**src/rtl/shift_left_pipe_if.sv**
```systemverilog
// shift_left_pipe_if: valid/ready streaming bus of the left lane shifter.
// The input side carries the word, shift amount and fill lane. The output
// side carries the shifted word, its illegal-shift flag and the error count.
// The rotate input exists only when SHIFT_LEFT_ROTATE_EN is defined.
interface shift_left_pipe_if #(
   parameter int LANE_W  = 5,
   parameter int LANES   = 10,
   parameter int SHIFT_W = 3,
   parameter int CNT_W   = 8
);

   // Input side
   logic                    in_valid;
   logic                    in_ready;
   logic [LANE_W*LANES-1:0] in;
   logic [SHIFT_W-1:0]      shift;
   logic [LANE_W-1:0]       fill;
`ifdef SHIFT_LEFT_ROTATE_EN
   logic                    rotate;
`endif

   // Output side
   logic                    out_valid;
   logic                    out_ready;
   logic [LANE_W*LANES-1:0] out;
   logic                    out_err;
   logic [CNT_W-1:0]        err_cnt;

   // Shifter view
   modport slave (
`ifdef SHIFT_LEFT_ROTATE_EN
      input  rotate,
`endif
      input  in_valid,
      input  in,
      input  shift,
      input  fill,
      input  out_ready,
      output in_ready,
      output out_valid,
      output out,
      output out_err,
      output err_cnt
   );

   // Producer/consumer view
   modport master (
`ifdef SHIFT_LEFT_ROTATE_EN
      output rotate,
`endif
      output in_valid,
      output in,
      output shift,
      output fill,
      output out_ready,
      input  in_ready,
      input  out_valid,
      input  out,
      input  out_err,
      input  err_cnt
   );

endinterface

```
**src/rtl/shift_left_pipe.sv**
```systemverilog
// shift_left_pipe: two-stage pipelined left lane shifter.
// A word of LANES lanes of LANE_W bits moves toward higher lanes by 0..MAX_SHIFT
// lanes. Vacated low lanes take the fill lane. Shift amounts above MAX_SHIFT
// produce an all-fill word flagged with out_err. err_cnt counts delivered
// illegal words and saturates.
// Stage 1 applies shift bits 0 and 1 (weights 1 and 2 lanes). Stage 2 applies
// shift bit 2 (weight 4 lanes) and the illegal override.
// Optional feature macro: SHIFT_LEFT_ROTATE_EN adds a rotate input. With it,
// vacated lanes of a legal shift take the lanes shifted out at the top
// (a lane rotation) instead of fill. Rotations by 1, 2 and 4 lanes compose
// exactly like the fill shifts do.
module shift_left_pipe #(
   parameter int LANE_W    = 5,
   parameter int LANES     = 10,
   parameter int SHIFT_W   = 3,
   parameter int MAX_SHIFT = 4,
   parameter int CNT_W     = 8
) (
   input logic              clk,
   input logic              rst_n,
   shift_left_pipe_if.slave bus
);

   localparam int DATA_W = LANE_W * LANES;

   typedef logic [DATA_W-1:0] word_t;
   typedef logic [LANE_W-1:0] lane_t;

   localparam logic [CNT_W-1:0]   CNT_MAX     = '1;
   localparam logic [SHIFT_W-1:0] SHIFT_LIMIT = SHIFT_W'(MAX_SHIFT);

   // Moves word up by a constant n lanes. Vacated lanes take fill_val, or the
   // top n lanes of the word when rot is set.
   function automatic word_t lane_shl(input word_t word, input int n,
                                      input lane_t fill_val, input logic rot);
      word_t res;
      res = '0;
      for (int i = 0; i < LANES; i++) begin
         if (i >= n) begin
            res[i*LANE_W +: LANE_W] = word[(i-n)*LANE_W +: LANE_W];
         end else if (rot) begin
            res[i*LANE_W +: LANE_W] = word[(LANES-n+i)*LANE_W +: LANE_W];
         end else begin
            res[i*LANE_W +: LANE_W] = fill_val;
         end
      end
      return res;
   endfunction

   // ------------------------------------------------------------------
   // Pipeline state
   // ------------------------------------------------------------------
   logic              s1_valid;
   word_t             s1_word;
   logic              s1_illegal;
   lane_t             s1_fill;
   logic              s1_hi;       // shift bit 2, applied in stage 2
   logic              s1_rot;

   logic              s2_valid;
   word_t             s2_word;
   logic              s2_err;

   logic [CNT_W-1:0]  err_cnt_q;

   // ------------------------------------------------------------------
   // Flow control
   // ------------------------------------------------------------------
   logic  s2_load;
   logic  s1_load;
   logic  in_fire;
   logic  out_fire;
   logic  in_rot;

   assign s2_load  = !s2_valid || bus.out_ready;
   assign s1_load  = !s1_valid || s2_load;
   assign in_fire  = bus.in_valid && bus.in_ready;
   assign out_fire = s2_valid && bus.out_ready;

   // Depends only on pipeline state and out_ready, never on in_valid.
   assign bus.in_ready = !s1_valid || !s2_valid || bus.out_ready;

`ifdef SHIFT_LEFT_ROTATE_EN
   assign in_rot = bus.rotate;
`else
   assign in_rot = 1'b0;
`endif

   // ------------------------------------------------------------------
   // Stage 1: shift by shift[0]*1 + shift[1]*2 lanes
   // ------------------------------------------------------------------
   word_t s1_next;
   logic  illegal_next;

   assign illegal_next = (bus.shift > SHIFT_LIMIT);

   // Partial shift of the incoming word by the two low shift bits.
   always_comb begin
      // NOTE: every always_comb output gets a default first; a path that
      // leaves it unassigned would infer a latch.
      s1_next = bus.in;
      if (bus.shift[0]) begin
         s1_next = lane_shl(s1_next, 1, bus.fill, in_rot);
      end
      if (bus.shift[1]) begin
         s1_next = lane_shl(s1_next, 2, bus.fill, in_rot);
      end
   end

   // Stage 1 register: accepts a word whenever it is empty or stage 2 moves.
   always_ff @(posedge clk or negedge rst_n) begin
      if (!rst_n) begin
         // NOTE: sequential state uses non-blocking assignments so every
         // register samples its inputs from before the edge.
         s1_valid   <= 1'b0;
         // NOTE: the data registers are plain flops, not a memory, so they
         // are reset along with the valid bits at no real cost.
         s1_word    <= '0;
         s1_illegal <= 1'b0;
         s1_fill    <= '0;
         s1_hi      <= 1'b0;
         s1_rot     <= 1'b0;
      end else if (s1_load) begin
         s1_valid <= bus.in_valid;
         if (in_fire) begin
            s1_word    <= s1_next;
            s1_illegal <= illegal_next;
            s1_fill    <= bus.fill;
            s1_hi      <= bus.shift[2];
            s1_rot     <= in_rot;
         end
      end
   end

   // ------------------------------------------------------------------
   // Stage 2: shift by shift[2]*4 lanes, or all-fill for an illegal shift
   // ------------------------------------------------------------------
   word_t s2_next;

   // Final shift step and illegal override of the stage-1 word.
   always_comb begin
      s2_next = s1_word;
      if (s1_hi) begin
         s2_next = lane_shl(s1_word, 4, s1_fill, s1_rot);
      end
      if (s1_illegal) begin
         s2_next = {LANES{s1_fill}};
      end
   end

   // Stage 2 register: holds its word while the consumer stalls.
   always_ff @(posedge clk or negedge rst_n) begin
      if (!rst_n) begin
         s2_valid <= 1'b0;
         s2_word  <= '0;
         s2_err   <= 1'b0;
      end else if (s2_load) begin
         s2_valid <= s1_valid;
         s2_err   <= s1_valid && s1_illegal;
         if (s1_valid) begin
            s2_word <= s2_next;
         end
      end
   end

   // Saturating count of illegal words handed to the consumer.
   always_ff @(posedge clk or negedge rst_n) begin
      if (!rst_n) begin
         err_cnt_q <= '0;
      end else if (out_fire && s2_err && (err_cnt_q != CNT_MAX)) begin
         err_cnt_q <= err_cnt_q + CNT_W'(1);
      end
   end

   assign bus.out_valid = s2_valid;
   assign bus.out       = s2_word;
   assign bus.out_err   = s2_err;
   assign bus.err_cnt   = err_cnt_q;

endmodule

```
**src/flat_wrapper.sv**
```systemverilog
// flat-port wrapper written by rule: the top's interface ports become plain ports
module shift_left_pipe_flat 
#(
   parameter int LANE_W    = 5,
   parameter int LANES     = 10,
   parameter int SHIFT_W   = 3,
   parameter int MAX_SHIFT = 4,
   parameter int CNT_W     = 8
)
  (clk, rst_n, bus_in_valid, bus_in, bus_shift, bus_fill, bus_out_ready, bus_in_ready, bus_out_valid, bus_out, bus_out_err, bus_err_cnt);
  shift_left_pipe_if #(.LANE_W(LANE_W), .LANES(LANES), .SHIFT_W(SHIFT_W), .CNT_W(CNT_W)) bus_i ();
  input logic clk;
  input logic rst_n;
  input wire logic [$bits(bus_i.in_valid)-1:0] bus_in_valid;
  input wire logic [$bits(bus_i.in)-1:0] bus_in;
  input wire logic [$bits(bus_i.shift)-1:0] bus_shift;
  input wire logic [$bits(bus_i.fill)-1:0] bus_fill;
  input wire logic [$bits(bus_i.out_ready)-1:0] bus_out_ready;
  output wire logic [$bits(bus_i.in_ready)-1:0] bus_in_ready;
  output wire logic [$bits(bus_i.out_valid)-1:0] bus_out_valid;
  output wire logic [$bits(bus_i.out)-1:0] bus_out;
  output wire logic [$bits(bus_i.out_err)-1:0] bus_out_err;
  output wire logic [$bits(bus_i.err_cnt)-1:0] bus_err_cnt;
  assign bus_i.in_valid = bus_in_valid;
  assign bus_i.in = bus_in;
  assign bus_i.shift = bus_shift;
  assign bus_i.fill = bus_fill;
  assign bus_i.out_ready = bus_out_ready;
  assign bus_in_ready = bus_i.in_ready;
  assign bus_out_valid = bus_i.out_valid;
  assign bus_out = bus_i.out;
  assign bus_out_err = bus_i.out_err;
  assign bus_err_cnt = bus_i.err_cnt;
  shift_left_pipe #(.LANE_W(LANE_W), .LANES(LANES), .SHIFT_W(SHIFT_W), .MAX_SHIFT(MAX_SHIFT), .CNT_W(CNT_W)) u_core (.clk(clk), .rst_n(rst_n), .bus(bus_i));
endmodule
```
**config.mk**
```make
export PLATFORM = sky130hd
export DESIGN_NAME = shift_left_pipe_flat
export DESIGN_NICKNAME = d
export VERILOG_FILES = /design/src/rtl/shift_left_pipe_if.sv /design/src/rtl/shift_left_pipe.sv /design/src/flat_wrapper.sv
export SDC_FILE = /design/constraint.sdc
export NUM_CORES = 1
export LEC_CHECK = 0
export BUFFER_PORTS_ARGS = -buffer_cell sky130_fd_sc_hd__buf_2
export CAP_MARGIN = 10
export CORE_ASPECT_RATIO = 0.9
export CORE_MARGIN = 1.5
export CORE_UTILIZATION = 36
export CTS_CLUSTER_SIZE = 20
export DETAILED_ROUTE_END_ITERATION = 8
export GPL_TIMING_DRIVEN = 0
export PLACE_DENSITY = 0.68
export SYNTH_ARGS = -nofsm -noshare
export SYNTH_HDL_FRONTEND = slang
export SYNTH_SLANG_ARGS = --single-unit
```
**constraint.sdc**
```tcl
create_clock -name clk -period 1.4 [get_ports clk]
set_input_delay 0.07 -clock clk [delete_from_list [all_inputs] [get_ports clk]]
set_output_delay 0.07 -clock clk [all_outputs]
set_load 0.005 [all_outputs]
```
After elaboration in Yosys (flattened, before gate mapping)
Cells that the tools add are included.

Register bits after elaboration: 118. Latch bits: 0. RAM bits: 0. ROM bits: 0. Output and inout port bits: 61. Memories kept: 0.

$add $sub $neg: 1. Multipliers: 0. Divide/modulo/power cells: 0. Magnitude comparators: 1. Equal/unequal tests: 1. Shift operators: 0. Multiplexer cells: 4. Bitwise gates (word level): 0. Reduce and logical (&&, ||, !) cells: 13.

Operator list (number): 50-bit two-way mux (4); 8-bit by 1-bit adder with 8-bit output (second input constant) (1); 8-bit inequality test (second input constant) (1); 1-bit logical AND (5); 1-bit logical OR (4); 2-bit AND reduction (2); 3-bit greater-than comparator (second input constant) (1); 1-bit zero test (2).

Logic depth before layout (Yosys ltp)
Word-level depth: 5. Depth in mapped cells: 6.

Worst setup path before layout
OpenSTA, ideal clock, no wires.

Kind: reg-to-reg. Start point: register u_core.s1_valid. End point: register u_core.s1_word[28]. Setup time: 125 ps. Arrival time: 1346 ps. Path slack: -71 ps. Cell stages (with the launch flop): 7. Buffers on the path: 3. Clock period less this slack: 1471 ps. Cell sequence: dfrtp_1 -> buf_4 -> nand3b_4 -> and2_4 -> buf_6 -> buf_6 -> mux2_4.

Longest elaborated chain between the ends: 5.

RTL lines: start: declaration (RTL line shift_left_pipe.sv:53) `logic s1_valid;`; start signal: assignment (RTL line shift_left_pipe.sv:124) `s1_valid <= bus.in_valid;`; 1-bit zero test (RTL line shift_left_pipe.sv:81) `assign bus.in_ready = !s1_valid || !s2_valid || bus.out_ready;`; 1-bit logical OR (2 in series) (RTL line shift_left_pipe.sv:81); named net bus_in_ready (RTL line flat_wrapper.sv:19) `output wire logic [$bits(bus_i.in_ready)-1:0] bus_in_ready;`; 1-bit logical AND (RTL line shift_left_pipe.sv:77) `assign in_fire = bus.in_valid && bus.in_ready;`; 2-bit AND reduction (no line); end signal: assignment (RTL line shift_left_pipe.sv:126) `s1_word <= s1_next;`; end: declaration (RTL line shift_left_pipe.sv:54) `word_t s1_word;`.

The timed path passes the listed nets, and every way through them passes these cells. A chain may end at the register's enable or synchronous reset.

Final worst setup path
Start point: register u_core.s1_hi. End point: register u_core.s2_word[36], in the netlist u_core.bus.out[36].

Longest elaborated chain between the ends: 2.

RTL lines: start: declaration (RTL line shift_left_pipe.sv:57) `logic s1_hi;`; start signal: assignment (RTL line shift_left_pipe.sv:129) `s1_hi <= bus.shift[2];`; 50-bit two-way mux (RTL line shift_left_pipe.sv:143) `if (s1_hi) begin`; 50-bit two-way mux (RTL line shift_left_pipe.sv:146) `if (s1_illegal) begin`; end signal: assignment (RTL line shift_left_pipe.sv:161) `s2_word <= s2_next;`; end: declaration (RTL line shift_left_pipe.sv:61) `word_t s2_word;`.

No other way between the ends.

==> impl_metrics.toml <==
[outcome]
status = "finished with violations"
violations = "setup timing"

[yosys]
synth_xor_area_share_pct = 0.4015
synth-compound-area-share_pct = 13.12
synth_nets = 600
synthMuxAreaShare_pct = 32.50
synth_cell_types = 35
syn_inst = 537
synth_top_area_cell = "dfrtp_1"
synth_enable_flop_cells = 0
yosysMostFrequentCell = "dfrtp_1"
netlist_top_cells_count = "118 x dfrtp_1, 73 x a21oi_1, 64 x mux2_2, 49 x mux2i_1"
synth_fa_ha_area_share_pct = 0.1912
yosys_warnings = 0
synth_top_flop_cell = "dfrtp_1"
synth_top_family_by_area = "multiplexers"
yosysSeqAreaShare_pct = 45.12
postSynthAreaPerCell_sq_um = 12.19
ys_top_cells_by_area = "dfrtp_1 45%, mux2_2 11%, mux2i_1 7.5%, mux2_4 7.1%, mux4_2 6.9%"
async_reset_ff_share_pct = 100.0
synthesis.area_sq_um = 6544
synth_top_area_share_pct = 45.12
synth-seq-cells = 118
synth-simple-area-share_pct = 2.868

[worst_setup_path]
cpLargestDelayFamily = "flip-flops"
cp.buffers_inverters = 2
crit_arrival_ns = 1.81
cpMostUsedCell = "buf_12"
cp-start-kind = "register"
r2r_cells = 5
path_cells = "buf_12 -> buf_12 -> mux2_4 -> o2111ai_4 -> o21ai_1"
crit_type = "register to register"
slowest_stage = "dfrtp_2"
end_kind = "register"
critPathMaxStageDelay_ns = 0.44
r2r-end = "u_core.bus.out[36]"
cp.required_ns = 1.70
crit-reg2reg-launch = "u_core.s1_hi"
r2r_setup_slack_ns = -0.11
cp_max_fo = 6

[clock_tree]
clock_sinks = 118
htreeDepth = 4
cts_tree = "built"
cts.path.max_buffers = 2
cts_root_buffer = "clkbuf_16"
cts-buffers-inserted = 17
clk_pin_slew_ns = 0.05
insertion_delay_ns = 0.43

[placed_design]
dpl_cell_area_sq_um = 7511
hpwl_mm = 13.87
place_congestion = 0.8662
portBuffers = 120

[timing]
drv_slew = 0
skew_ns = 0.009963
fin_tns_setup_ns = -5.639
final-hold-violation-count = 0
min_period_ns = 1.509
worst_pin_slew_ns = 0.6717
setup_viol = 96
worst_hold_slack_ns = 0.01755
relSlewSlack_pct = 55.22
period_share_pct = 107.8
fmax_mhz = 662.7
finalWorstSetupSlack_ns = -0.1091
rsz0062_at_grt = "true"

[power_and_ir_drop]
p_int_w = 0.009512
p_per_area_nw_per_um2 = 1470
p_sw_share_pct = 30.46
seq_power_share_pct = 35.6
p_sw_w = 0.004167
p_leak_nw = 4.187
pwr-share-clk_pct = 33.7
combPwrFrac_pct = 30.7
irDropWorstVdd_uv = 736.8

[cells_and_area]
area_growth_pct = 42.20
nNetsFinal = 771
layout-drive-gt1-share_pct = 57.56
n_antenna_cell = 0
fin_area_sq_um = 9305

[drt]
ant_nets = 0
vias_per_cell = 5.415
dr.pass1.iters = 4
wirelength_mm = 20.25
drc = 0
dr.first_iter.drc_count = 339
vias = 5204
routedWlPerCell_um = 21.07

[die]
start_util_pct = 36.91
num_rows = 46
die_y_um = 130.9
die_w_um = 145.1
core_area_sq_um = 17730
io_pins = 123
die_area_sq_um = 19000

[worst_hold_path]
hp-class = "input pin to register"
hold_end = "u_core.s1_word[1]"
hold_depth = 3
min_from = "bus_in[1]"

[global_route]
antenna_found_initial = 0
grt-ovfl-total = 0
grt_pass1_wl_mm = 30.37
grt_max_degree = 96
track_usage_pct = 21.52
grt_pass1_vias = 5279

[job]
max_cap_viol_count = 0
==> cells in the final DEF (no fill, tap or decap), types with 4 or more instances in the layout <==
| master | count |
|---|---|
| buf_2 | 122 |
| dfrtp_1 | 112 |
| mux2_4 | 56 |
| a21oi_1 | 49 |
| mux2i_1 | 49 |
| mux2_2 | 39 |
| inv_1 | 31 |
| o21ai_1 | 29 |
| o2111ai_2 | 28 |
| a21oi_2 | 23 |
| clkbuf_16 | 21 |
| mux4_2 | 20 |
| buf_6 | 14 |
| buf_12 | 12 |
| clkbuf_2 | 11 |
| buf_4 | 11 |
| dlygate4sd3_1 | 10 |
| clkbuf_8 | 9 |
| dfrtp_2 | 6 |
| o21a_4 | 5 |
| nand2_1 | 5 |
| nand2b_2 | 5 |
| nand2b_1 | 4 |
| clkbuf_1 | 4 |
| clkinv_2 | 4 |
==> per-stage QoR <==
step / power, W / util, % / instances / setup WS (ns)
3_3_place_gp: 0.007907 / 42.18 / 897 / -1.257
4_1_cts: 0.01320 / 50.04 / 955 / -0.1122
5_1_grt: 0.01431 / 52.49 / 961 / -0.1429
3_5_place_dp: 0.007972 / 42.37 / 898 / -0.3563
6_report: 0.01368 / 52.49 / 961 / -0.1091
2_1_floorplan: 0.006576 / - / 537 / -0.04025
==> kinds of logic after synthesis <==
logic type      after synthesis
xor+xnor                      3
simple gates                 31
compound gates              143
flops                       118
fa+ha+maj                     1
buf+inv                      77
mux                         164
==> repair_timing <==
item	CTS	global route
gates resized for setup	127	93
gates cloned	3	5
endpoints found under the hold margin	128	0
setup buffers	13	2
setup endpoints to repair	107	114
hold buffers	10	0
pin swaps	3	14
==> worst reg2reg max path: stages, from the launching register on <==
cell and delay [ns]:
dfrtp_2 0.44, buf_12 0.16, buf_12 0.14, mux2_4 0.34, o2111ai_4 0.22, o21ai_1 0.09
==> state kept, by name (all words and copies together), names as in the netlist <==
signal                cells
u_core.bus.err_cnt        8
u_core.bus.out_err        1
u_core.bus.out_valid      1
u_core.s1_hi              1
u_core.s1_fill            5
u_core.s1_valid           1
u_core.s1_word           50
u_core.bus.out           50
u_core.s1_illegal         1
==> layer usage <==
metal | share of wire [%] | global-route usage (%) | wire length (um) | vias to the layer above
met5 | 0 | 0 | 0 | -
met4 | 2.1 | 8.884 | 427 | 0
met3 | 7.0 | 5.729 | 1409 | 37
met2 | 46 | 33.63 | 9407 | 197
met1 | 44 | 28.62 | 9004 | 2610
li1 | - | - | - | 2360
==> area by class of cell <==
cell class | count | area [sq um]
inverters | 31 | 116.4
fillers | 1492 | 8422
clock buffers | 24 | 511.7
multi-input cells | 342 | 3732
clock inverters | 8 | 117.6
repair buffers | 154 | 1100
flip-flops and latches | 118 | 2960
well taps | 240 | 300.3
plain buffers | 44 | 466.7
==> power by group through the flow <==
stage                     sequential, W  clock, W  combinational, W
final                           0.00486   0.00461           0.00420
after global routing            0.00496   0.00484           0.00450
after CTS                       0.00480   0.00467           0.00373
after detailed placement        0.00481         0           0.00317
after global placement          0.00479         0           0.00312
after floorplan                 0.00469         0           0.00188
==> how the worst max path moves through the flow <==
stage	startpoint	end	slack (ns)	cells after the start
2_1_floorplan	u_core.s1_valid	u_core.s1_word[20]	-0.04	5
3_3_place_gp	rst_n	u_core.bus.out[16]	-1.26	1
3_5_place_dp	u_core.s1_illegal	u_core.bus.out[25]	-0.36	5
4_1_cts	u_core.s1_valid	u_core.s1_fill[3]	-0.11	7
5_1_grt	u_core.bus.out_valid	u_core.s1_word[24]	-0.14	5
6_report	u_core.s1_hi	u_core.bus.out[36]	-0.11	5
No activity file was read; power rests on OpenSTA's default activity.
